`config.mk`:
```
export PLATFORM = sky130hd
export DESIGN_NAME = axi_slave_wr_ctrl_flat
export DESIGN_NICKNAME = d
export VERILOG_FILES = /design/src/rtl/axi_slave_wr_ctrl_if.sv /design/src/rtl/axi_slave_wr_ctrl.sv /design/src/flat_wrapper.sv
export SDC_FILE = /design/constraint.sdc
export NUM_CORES = 1
export LEC_CHECK = 0
export CORE_MARGIN = 8
export CORE_UTILIZATION = 54
export DETAILED_ROUTE_END_ITERATION = 8
export PLACE_DENSITY = 0.82
export SLEW_MARGIN = 20
export SYNTH_ARGS = -nofsm -noshare
export SYNTH_HDL_FRONTEND = slang
export SYNTH_SLANG_ARGS = --single-unit
```
`constraint.sdc`:
```
create_clock -name ACLK -period 4.2 [get_ports ACLK]
set_input_delay 1.05 -clock ACLK [delete_from_list [all_inputs] [get_ports ACLK]]
set_output_delay 1.05 -clock ACLK [all_outputs]
set_load 0.03 [all_outputs]
```
`src/rtl/axi_slave_wr_ctrl_if.sv`:
```
// AXI4 write-channel bundle (AW/W/B) between a master and axi_slave_wr_ctrl.
interface axi_slave_wr_ctrl_if #(
    parameter int unsigned ADDR_WIDTH = 32,
    parameter int unsigned DATA_WIDTH = 32,
    parameter int unsigned ID_WIDTH   = 4
);
    logic                      AWVALID;
    logic                      AWREADY;
    logic [ID_WIDTH-1:0]       AWID;
    logic [ADDR_WIDTH-1:0]     AWADDR;
    logic [7:0]                AWLEN;
    logic [2:0]                AWSIZE;
    logic [1:0]                AWBURST;
    logic                      WVALID;
    logic                      WREADY;
    logic [DATA_WIDTH-1:0]     WDATA;
    logic [DATA_WIDTH/8-1:0]   WSTRB;
    logic                      WLAST;
    logic                      BVALID;
    logic                      BREADY;
    logic [ID_WIDTH-1:0]       BID;
    logic [1:0]                BRESP;

    modport slave (
        input  AWVALID, AWID, AWADDR, AWLEN, AWSIZE, AWBURST,
        input  WVALID, WDATA, WSTRB, WLAST,
        input  BREADY,
        output AWREADY, WREADY, BVALID, BID, BRESP
    );

    modport master (
        output AWVALID, AWID, AWADDR, AWLEN, AWSIZE, AWBURST,
        output WVALID, WDATA, WSTRB, WLAST,
        output BREADY,
        input  AWREADY, WREADY, BVALID, BID, BRESP
    );
endinterface

```
`src/rtl/axi_slave_wr_ctrl.sv`:
```
// AXI4 write-path slave: converts one burst at a time (FIXED/INCR/WRAP) into
// per-beat byte-strobed writes on a simple memory port.
// Optional macro AXI_WR_LAST_CHECK_EN: a WLAST that disagrees with the AWLEN
// beat count turns the response into SLVERR (DECERR keeps priority).
module axi_slave_wr_ctrl #(
    parameter int unsigned           ADDR_WIDTH = 32,
    parameter int unsigned           DATA_WIDTH = 32,
    parameter int unsigned           ID_WIDTH   = 4,
    parameter logic [ADDR_WIDTH-1:0] MEM_BASE   = '0,
    parameter logic [ADDR_WIDTH-1:0] MEM_SIZE   = ADDR_WIDTH'(32'h0001_0000)
) (
    input  logic                    ACLK,
    input  logic                    ARESETn,
    axi_slave_wr_ctrl_if.slave      axi,
    output logic                    mem_we,
    output logic [ADDR_WIDTH-1:0]   mem_addr,
    output logic [DATA_WIDTH-1:0]   mem_wdata,
    output logic [DATA_WIDTH/8-1:0] mem_wstrb
);
    localparam int unsigned STRB_WIDTH = DATA_WIDTH / 8;
    localparam int unsigned MAX_SIZE   = $clog2(STRB_WIDTH);

    localparam logic [1:0] RESP_OKAY   = 2'b00;
    localparam logic [1:0] RESP_SLVERR = 2'b10;
    localparam logic [1:0] RESP_DECERR = 2'b11;

    localparam logic [1:0] BURST_FIXED = 2'b00;
    localparam logic [1:0] BURST_INCR  = 2'b01;
    localparam logic [1:0] BURST_WRAP  = 2'b10;

    typedef enum logic [1:0] {IDLE, DATA, RESP} state_t;

    state_t                  state, state_nxt;
    logic                    awready_q, wready_q, bvalid_q;
    logic                    awready_nxt, wready_nxt, bvalid_nxt;
    logic [ID_WIDTH-1:0]     id_q, bid_q;
    logic [ADDR_WIDTH-1:0]   addr_q, addr_nxt;
    logic [7:0]              len_q, beat_cnt;
    logic [2:0]              size_q;
    logic [1:0]              burst_q, resp_q, bresp_q;
    logic [1:0]              aw_resp_c, resp_upd_c;
    logic                    aw_hs, w_hs, b_hs, last_beat;
    logic                    last_err_c;

    assign axi.AWREADY = awready_q;
    assign axi.WREADY  = wready_q;
    assign axi.BVALID  = bvalid_q;
    assign axi.BID     = bid_q;
    assign axi.BRESP   = bresp_q;

    assign aw_hs     = axi.AWVALID & awready_q;
    assign w_hs      = axi.WVALID & wready_q;
    assign b_hs      = bvalid_q & axi.BREADY;
    assign last_beat = (beat_cnt == len_q);

    // State register
    always_ff @(posedge ACLK or negedge ARESETn) begin
        if (!ARESETn) state <= IDLE;
        else          state <= state_nxt;
    end

    // Next-state logic
    always_comb begin
        state_nxt = state;
        case (state)
            IDLE:    if (aw_hs)             state_nxt = DATA;
            DATA:    if (w_hs && last_beat) state_nxt = RESP;
            RESP:    if (b_hs)              state_nxt = IDLE;
            default:                        state_nxt = IDLE;
        endcase
    end

    // Handshake outputs decoded from the upcoming state so they register cleanly
    always_comb begin
        awready_nxt = 1'b0;
        wready_nxt  = 1'b0;
        bvalid_nxt  = 1'b0;
        case (state_nxt)
            IDLE:    awready_nxt = 1'b1;
            DATA:    wready_nxt  = 1'b1;
            RESP:    bvalid_nxt  = 1'b1;
            default: awready_nxt = 1'b1;
        endcase
    end

    // Handshake output registers
    always_ff @(posedge ACLK or negedge ARESETn) begin
        if (!ARESETn) begin
            awready_q <= 1'b1;
            wready_q  <= 1'b0;
            bvalid_q  <= 1'b0;
        end else begin
            awready_q <= awready_nxt;
            wready_q  <= wready_nxt;
            bvalid_q  <= bvalid_nxt;
        end
    end

    // Response classification of the incoming AW request
    always_comb begin
        logic [ADDR_WIDTH:0]   aw_ext, win_lo, win_hi;
        logic [ADDR_WIDTH-1:0] aw_sz;
        logic                  in_window, bad_wrap;
        aw_resp_c = RESP_OKAY;
        aw_ext    = {1'b0, axi.AWADDR};
        win_lo    = {1'b0, MEM_BASE};
        win_hi    = win_lo + {1'b0, MEM_SIZE};
        aw_sz     = ADDR_WIDTH'(1) << axi.AWSIZE;
        in_window = (aw_ext >= win_lo) && (aw_ext < win_hi);
        bad_wrap  = (axi.AWBURST == BURST_WRAP) &&
                    (!(axi.AWLEN inside {8'd1, 8'd3, 8'd7, 8'd15}) ||
                     ((axi.AWADDR & (aw_sz - ADDR_WIDTH'(1))) != '0));
        if (!in_window)
            aw_resp_c = RESP_DECERR;
        else if ((axi.AWSIZE > 3'(MAX_SIZE)) || (axi.AWBURST == 2'b11) || bad_wrap)
            aw_resp_c = RESP_SLVERR;
    end

    // Beat address sequencing for FIXED/INCR/WRAP
    always_comb begin
        logic [ADDR_WIDTH-1:0] sz, wrap_mask;
        sz        = ADDR_WIDTH'(1) << size_q;
        wrap_mask = ((ADDR_WIDTH'(len_q) + ADDR_WIDTH'(1)) << size_q) - ADDR_WIDTH'(1);
        case (burst_q)
            BURST_FIXED: addr_nxt = addr_q;
            BURST_INCR:  addr_nxt = (addr_q & ~(sz - ADDR_WIDTH'(1))) + sz;
            BURST_WRAP:  addr_nxt = (addr_q & ~wrap_mask) | ((addr_q + sz) & wrap_mask);
            default:     addr_nxt = addr_q;
        endcase
    end

`ifdef AXI_WR_LAST_CHECK_EN
    assign last_err_c = (axi.WLAST != last_beat);
`else
    logic unused_wlast_c;
    assign last_err_c     = 1'b0;
    assign unused_wlast_c = axi.WLAST;
`endif

    // Sticky response: a WLAST mismatch only upgrades an otherwise clean burst
    always_comb begin
        resp_upd_c = resp_q;
        if (w_hs && last_err_c && (resp_q == RESP_OKAY))
            resp_upd_c = RESP_SLVERR;
    end

    // Burst context, beat counter, memory port and B payload
    always_ff @(posedge ACLK or negedge ARESETn) begin
        if (!ARESETn) begin
            id_q      <= '0;
            addr_q    <= '0;
            len_q     <= '0;
            size_q    <= '0;
            burst_q   <= '0;
            beat_cnt  <= '0;
            resp_q    <= RESP_OKAY;
            bid_q     <= '0;
            bresp_q   <= RESP_OKAY;
            mem_we    <= 1'b0;
            mem_addr  <= '0;
            mem_wdata <= '0;
            mem_wstrb <= '0;
        end else begin
            mem_we <= 1'b0;
            if (aw_hs) begin
                id_q     <= axi.AWID;
                addr_q   <= axi.AWADDR;
                len_q    <= axi.AWLEN;
                size_q   <= axi.AWSIZE;
                burst_q  <= axi.AWBURST;
                beat_cnt <= '0;
                resp_q   <= aw_resp_c;
            end
            if (w_hs) begin
                beat_cnt <= beat_cnt + 8'd1;
                addr_q   <= addr_nxt;
                resp_q   <= resp_upd_c;
                if (resp_upd_c == RESP_OKAY) begin
                    mem_we    <= 1'b1;
                    mem_addr  <= addr_q - MEM_BASE;
                    mem_wdata <= axi.WDATA;
                    mem_wstrb <= axi.WSTRB;
                end
                if (last_beat) begin
                    bid_q   <= id_q;
                    bresp_q <= resp_upd_c;
                end
            end
        end
    end
endmodule

```
`src/flat_wrapper.sv`:
```
// flat-port wrapper written by rule: the top's interface ports become plain ports
module axi_slave_wr_ctrl_flat 
#(
    parameter int unsigned           ADDR_WIDTH = 32,
    parameter int unsigned           DATA_WIDTH = 32,
    parameter int unsigned           ID_WIDTH   = 4,
    parameter logic [ADDR_WIDTH-1:0] MEM_BASE   = '0,
    parameter logic [ADDR_WIDTH-1:0] MEM_SIZE   = ADDR_WIDTH'(32'h0001_0000)
)
  (ACLK, ARESETn, mem_we, mem_addr, mem_wdata, mem_wstrb, axi_AWVALID, axi_AWID, axi_AWADDR, axi_AWLEN, axi_AWSIZE, axi_AWBURST, axi_WVALID, axi_WDATA, axi_WSTRB, axi_WLAST, axi_BREADY, axi_AWREADY, axi_WREADY, axi_BVALID, axi_BID, axi_BRESP);
  axi_slave_wr_ctrl_if #(.ADDR_WIDTH(ADDR_WIDTH), .DATA_WIDTH(DATA_WIDTH), .ID_WIDTH(ID_WIDTH)) axi_i ();
  input  logic ACLK;
  input  logic ARESETn;
  output logic mem_we;
  output logic [ADDR_WIDTH-1:0] mem_addr;
  output logic [DATA_WIDTH-1:0] mem_wdata;
  output logic [DATA_WIDTH/8-1:0] mem_wstrb;
  input wire logic [$bits(axi_i.AWVALID)-1:0] axi_AWVALID;
  input wire logic [$bits(axi_i.AWID)-1:0] axi_AWID;
  input wire logic [$bits(axi_i.AWADDR)-1:0] axi_AWADDR;
  input wire logic [$bits(axi_i.AWLEN)-1:0] axi_AWLEN;
  input wire logic [$bits(axi_i.AWSIZE)-1:0] axi_AWSIZE;
  input wire logic [$bits(axi_i.AWBURST)-1:0] axi_AWBURST;
  input wire logic [$bits(axi_i.WVALID)-1:0] axi_WVALID;
  input wire logic [$bits(axi_i.WDATA)-1:0] axi_WDATA;
  input wire logic [$bits(axi_i.WSTRB)-1:0] axi_WSTRB;
  input wire logic [$bits(axi_i.WLAST)-1:0] axi_WLAST;
  input wire logic [$bits(axi_i.BREADY)-1:0] axi_BREADY;
  output wire logic [$bits(axi_i.AWREADY)-1:0] axi_AWREADY;
  output wire logic [$bits(axi_i.WREADY)-1:0] axi_WREADY;
  output wire logic [$bits(axi_i.BVALID)-1:0] axi_BVALID;
  output wire logic [$bits(axi_i.BID)-1:0] axi_BID;
  output wire logic [$bits(axi_i.BRESP)-1:0] axi_BRESP;
  assign axi_i.AWVALID = axi_AWVALID;
  assign axi_i.AWID = axi_AWID;
  assign axi_i.AWADDR = axi_AWADDR;
  assign axi_i.AWLEN = axi_AWLEN;
  assign axi_i.AWSIZE = axi_AWSIZE;
  assign axi_i.AWBURST = axi_AWBURST;
  assign axi_i.WVALID = axi_WVALID;
  assign axi_i.WDATA = axi_WDATA;
  assign axi_i.WSTRB = axi_WSTRB;
  assign axi_i.WLAST = axi_WLAST;
  assign axi_i.BREADY = axi_BREADY;
  assign axi_AWREADY = axi_i.AWREADY;
  assign axi_WREADY = axi_i.WREADY;
  assign axi_BVALID = axi_i.BVALID;
  assign axi_BID = axi_i.BID;
  assign axi_BRESP = axi_i.BRESP;
  axi_slave_wr_ctrl #(.ADDR_WIDTH(ADDR_WIDTH), .DATA_WIDTH(DATA_WIDTH), .ID_WIDTH(ID_WIDTH), .MEM_BASE(MEM_BASE), .MEM_SIZE(MEM_SIZE)) u_core (.ACLK(ACLK), .ARESETn(ARESETn), .axi(axi_i), .mem_we(mem_we), .mem_addr(mem_addr), .mem_wdata(mem_wdata), .mem_wstrb(mem_wstrb));
endmodule
```
Yosys cells after proc, flatten, opt, wreduce, memory -nomap -nowiden
Index checks and enable logic that the tools add are counted.
W data, S select, Z words.

storage, ports and cells
  register bits after elaboration = 139
  input bits = 91

cells by class
  $add $sub $neg = 7
  magnitude comparators = 2
  equal/unequal tests = 14
  shift operators = 3
  multiplexer cells = 16
  bitwise gates (word level) = 11
  reduce and logical (&&, ||, !) cells = 16

operator list
  operator                 count
  $and A32 B32 Y32         4
  $sub A32 B1 Y32 const B  3
  $add A32 B32 Y32         2
  $mux W32                 2
  $not A32 Y32             2
  $pmux W32 S2             1
  $shl A1 B3 Y32 const A   2
  $lt A32 B17 Y1 const B   1
  $or A32 B32 Y32          1
  $reduce_bool A32 Y1      1
  $shl A32 B3 Y32          1
  $mux W8                  2
  $eq A2 B2 Y1 const B     5
  $mux W2                  5
  $add A8 B1 Y9 const B    1
  $add A8 B1 Y8 const B    1
  $eq A8 B1 Y1 const B     1
  $eq A8 B2 Y1 const B     1
  $eq A8 B3 Y1 const B     1
  $eq A8 B4 Y1 const B     1
  $eq A8 B8 Y1             1
  $reduce_and A2 Y1        4
  $eq A2 B1 Y1 const B     3
  $pmux W2 S3              1
  other kinds (12)         22

Depth between registers and ports, before layout
  depth in word-level cells = 9
  gate-level depth with buffers = 18
  mapped depth without buffers = 16

Least setup slack after synthesis
No wires, ideal clock.

  path type = reg2reg
  from = register u_core.size_q[2]
  to = register with a tool-made name
  library setup time = 0.126 ns
  arrival = 3.601 ns
  required time = 4.074 ns
  setup slack = 0.473 ns
  cell stages (with the launch flop) = 16
  path buffers = 3
  cell sequence = dfrtp_1 buf_2 buf_1 clkbuf_1 nor2_1 ha_1 a21o_1 maj3_1 a211o_1 a221oi_2 nand2b_1 nor2_1 xor2_1 o2111ai_1 nor2_1 a311o_1

RTL lines
  what                    RTL line                  text
  start, declared         axi_slave_wr_ctrl.sv:39   logic [2:0] size_q;
  start signal, assigned  axi_slave_wr_ctrl.sv:169  size_q <= axi.AWSIZE;

==> out/results.ini <==
[status]
outcome = finished, final reports clean

[timing]
fin_crit_ns = 3.74
finalClockSkew_ns = 0.0117
grt_setup_unrepaired = false
hold_ws_ns = 0.500
fin_tns_setup_ns = 0
setup-violations-final = 0
finalCritPeriodShare_pct = 89.0
hold_viol_final = 0
slew_viol_final = 0
timing.fmax_ghz = 0.268
worstMarginPinSlew_ns = 0.821
slew_headroom_pct = 45.3

[clock_tree]
post_cts_resized = 0
cts_root_buf = clkbuf_16
clock_path_buffers = 2
cts_setup_buffers = 0
clkLatencyLatePin_ns = 0.44
cts_tree = done
holdBufCountCts = 0
clkSlewWorstSetupHoldPaths_ns = 0.06
numCtsBuffers = 17
cts-htree-levels = 4
clkSinkCount = 139

[synth]
synth.most_common_cell = dfrtp_1
yosys-top-cells-count = 138 x dfrtp_1, 92 x mux2_2, 84 x nor2_1, 73 x nand2_1, 60 x o21ai_0
yosysTopAreaCell = dfrtp_1
syn_inst = 979
synth-warning-count = 0
synth_fp_nets = 1091
ys_top_cells_by_area = dfrtp_1 37%, mux2_2 11%, xnor2_1 4.5%
synth_seq_area_share_pct = 37.7
syn_area_per_cell_um2 = 9.44
synth_top_area_share_pct = 37.4
ys_types = 93
netlist_area_um2 = 9240
synth_top_flop_cell = dfrtp_1
synth_edf_count = 0
async_flop_share_pct = 100
ys_seq_elements = 139

[cells_and_area]
nFillCells = 1308
drive_above_1_share_pct = 16.8
final_core_util_pct = 69.4
areaGrowthSynthToFinish_pct = 27.6
n_antenna_cell = 0
final_cells = 1379
nets = 1253

[job]
timing.max_cap.violations = 0

[worst_setup_path]
arrival_ns = 4.08
crit_chain = buf_4 -> nand2_1 -> and2_1 -> ha_1 -> nand2_1 -> o21bai_1 -> a21boi_0 -> o31ai_1 -> buf_4 -> nor3_1 -> nand2b_1 -> nor2_1 -> xnor2_1 -> o221a_1 -> o31ai_1
r2r_slack_ns = 0.46
worstSetupStartpoint = u_core.size_q[1]$_DFFE_PN0P_
crit_slowest_cell = a21boi_0
cp_max_fo = 29
critPathKind = reg2reg
worst_setup_path_end_kind = flip-flop
max_stage_delay_ns = 0.37
cp_data_required_time_ns = 4.54
r2r-start = u_core.size_q[1]$_DFFE_PN0P_
r2r_cells = 15
startpoint_type = flip-flop

[route]
viasPerCell = 6.10
drc = 0
drtIter0Drc = 860
routed_wl_mm = 27.9
wire_per_inst_um = 20.2
ant_nets = 0
vias = 8418
drtPass1Iterations = 8

[worst_hold_path]
worstHoldStart = u_core.id_q[2]$_DFFE_PN0P_
hp-class = reg2reg

[power_and_ir_drop]
power_density_nw_per_um2 = 809
combinationalPowerShare_pct = 57.0
p_clk_share_pct = 16.1
ir_drop_uv = 447
netSwitchingFraction_pct = 46.6
power_frac_seq_pct = 26.9
leakagePower_uw = 0.00486
intPower_uw = 5090
switchingPower_uw = 4450

[floorplanning]
core_area_um2 = 17000
ios = 169
die_y_um = 147
start_util_pct = 54.4
std_cell_rows = 48
die_area_um2 = 21500
die_x_um = 147

[placed_design]
dp_hpwl_mm = 20.0
place_inst = 1347
routabilityCongestion = 0.928
io_buffer_count = 167

[global_routing]
grt_start_max_net_pins = 89
globalRoute.totalOverflow = 0
grt_pass1_wl_mm = 44.5
grt.total_usage_pct = 25.8
antenna_found_initial = 1
grt_pass1_vias = 8310

## placed cells by master (no fill, tap or decap), types with 6 or more instances in the layout
cell / n
clkdlybuf4s50_1: 166
dfrtp_1: 138
mux2_2: 92
nor2_1: 84
nand2_1: 73
o21ai_0: 60
xnor2_1: 47
buf_4: 36
a21oi_1: 34
nand3_1: 33
inv_1: 28
xor2_1: 21
ha_1: 20
nor3_1: 17
clkbuf_16: 17
nand4_1: 16
and2_1: 12
nor4_1: 11
o21ai_1: 11
a31oi_1: 11
o31ai_1: 11
a211oi_1: 11
nand2b_1: 10
and3_1: 8
o22ai_1: 8
nor2b_1: 7
or3_1: 7
a21o_1: 7
mux2i_1: 7
a211o_1: 6
o221ai_1: 6
o2bb2ai_1: 6
o211ai_1: 6
## worst max-delay path: cells and delay by family (launching register included)
family | cells | cell delay [ns]
xor+xnor | 1 | 0.09
compound gates | 5 | 1.13
simple gates | 6 | 1.24
buf+inv | 2 | 0.49
flops | 1 | 0.34
fa+ha+maj | 1 | 0.35
## stage by stage
step	instance area, um^2	worst slack, ns	total power (uW)
6_report	11800	0.462	9540
2_1_floorplan	9240	0.473	6190
3_3_place_gp	11200	0.612	7770
5_1_grt	11800	0.243	10100
3_5_place_dp	11200	0.576	7890
4_1_cts	11800	0.546	9490
## power groups by stage
stage	combinational (uW)	clock, uW	sequential (uW)
CTS	5400	1560	2540
detailed placement	5340	0	2550
floorplan	3320	0	2870
global placement	5260	0	2510
finish	5430	1540	2560
global route	5860	1610	2640
## cell type report
type	count	area, um^2	share of cell area (%)
tap	225	282	2.39
sequential	139	3480	29.5
clock buffer	17	425	3.61
timing repair buffer	204	1960	16.6
inverter	29	109	0.923
multi-input combinational	750	5360	45.4
clock inverter	15	174	1.47
## routing by layer
layer	part of all wire [%]	up-vias	track usage (%)
li1	-	3928	-
met1	41	4007	31.8
met2	46	411	41.1
met3	9.6	70	7.91
met4	3.1	2	11.4
met5	0.047	-	0
## worst min-delay path by stage
stage | end | slack (ns) | cells past startpoint
2_1_floorplan | u_core.id_q[0]$_DFFE_PN0P_ | 0.47 | 1
3_3_place_gp | u_core.axi.BID[3]$_DFFE_PN0P_ | 0.48 | 1
3_5_place_dp | u_core.id_q[2]$_DFFE_PN0P_ | 0.49 | 1
4_1_cts | u_core.id_q[2]$_DFFE_PN0P_ | 0.50 | 1
5_1_grt | u_core.id_q[2]$_DFFE_PN0P_ | 0.51 | 1
6_report | u_core.id_q[2]$_DFFE_PN0P_ | 0.50 | 1
## cell families (layout without fill, tap and decap cells)
| group | after synthesis | count (layout) | share of synthesized area [%] |
|---|---|---|---|
| simple gates | 317 | 317 | 17.8 |
| compound gates | 240 | 240 | 18.1 |
| flops | 139 | 139 | 37.7 |
| mux | 100 | 100 | 12.1 |
| buf+inv | 90 | 265 | 4.39 |
| xor+xnor | 69 | 69 | 6.62 |
| fa+ha+maj | 24 | 24 | 3.25 |
Note: power is estimated with default switching activity, not from simulation.
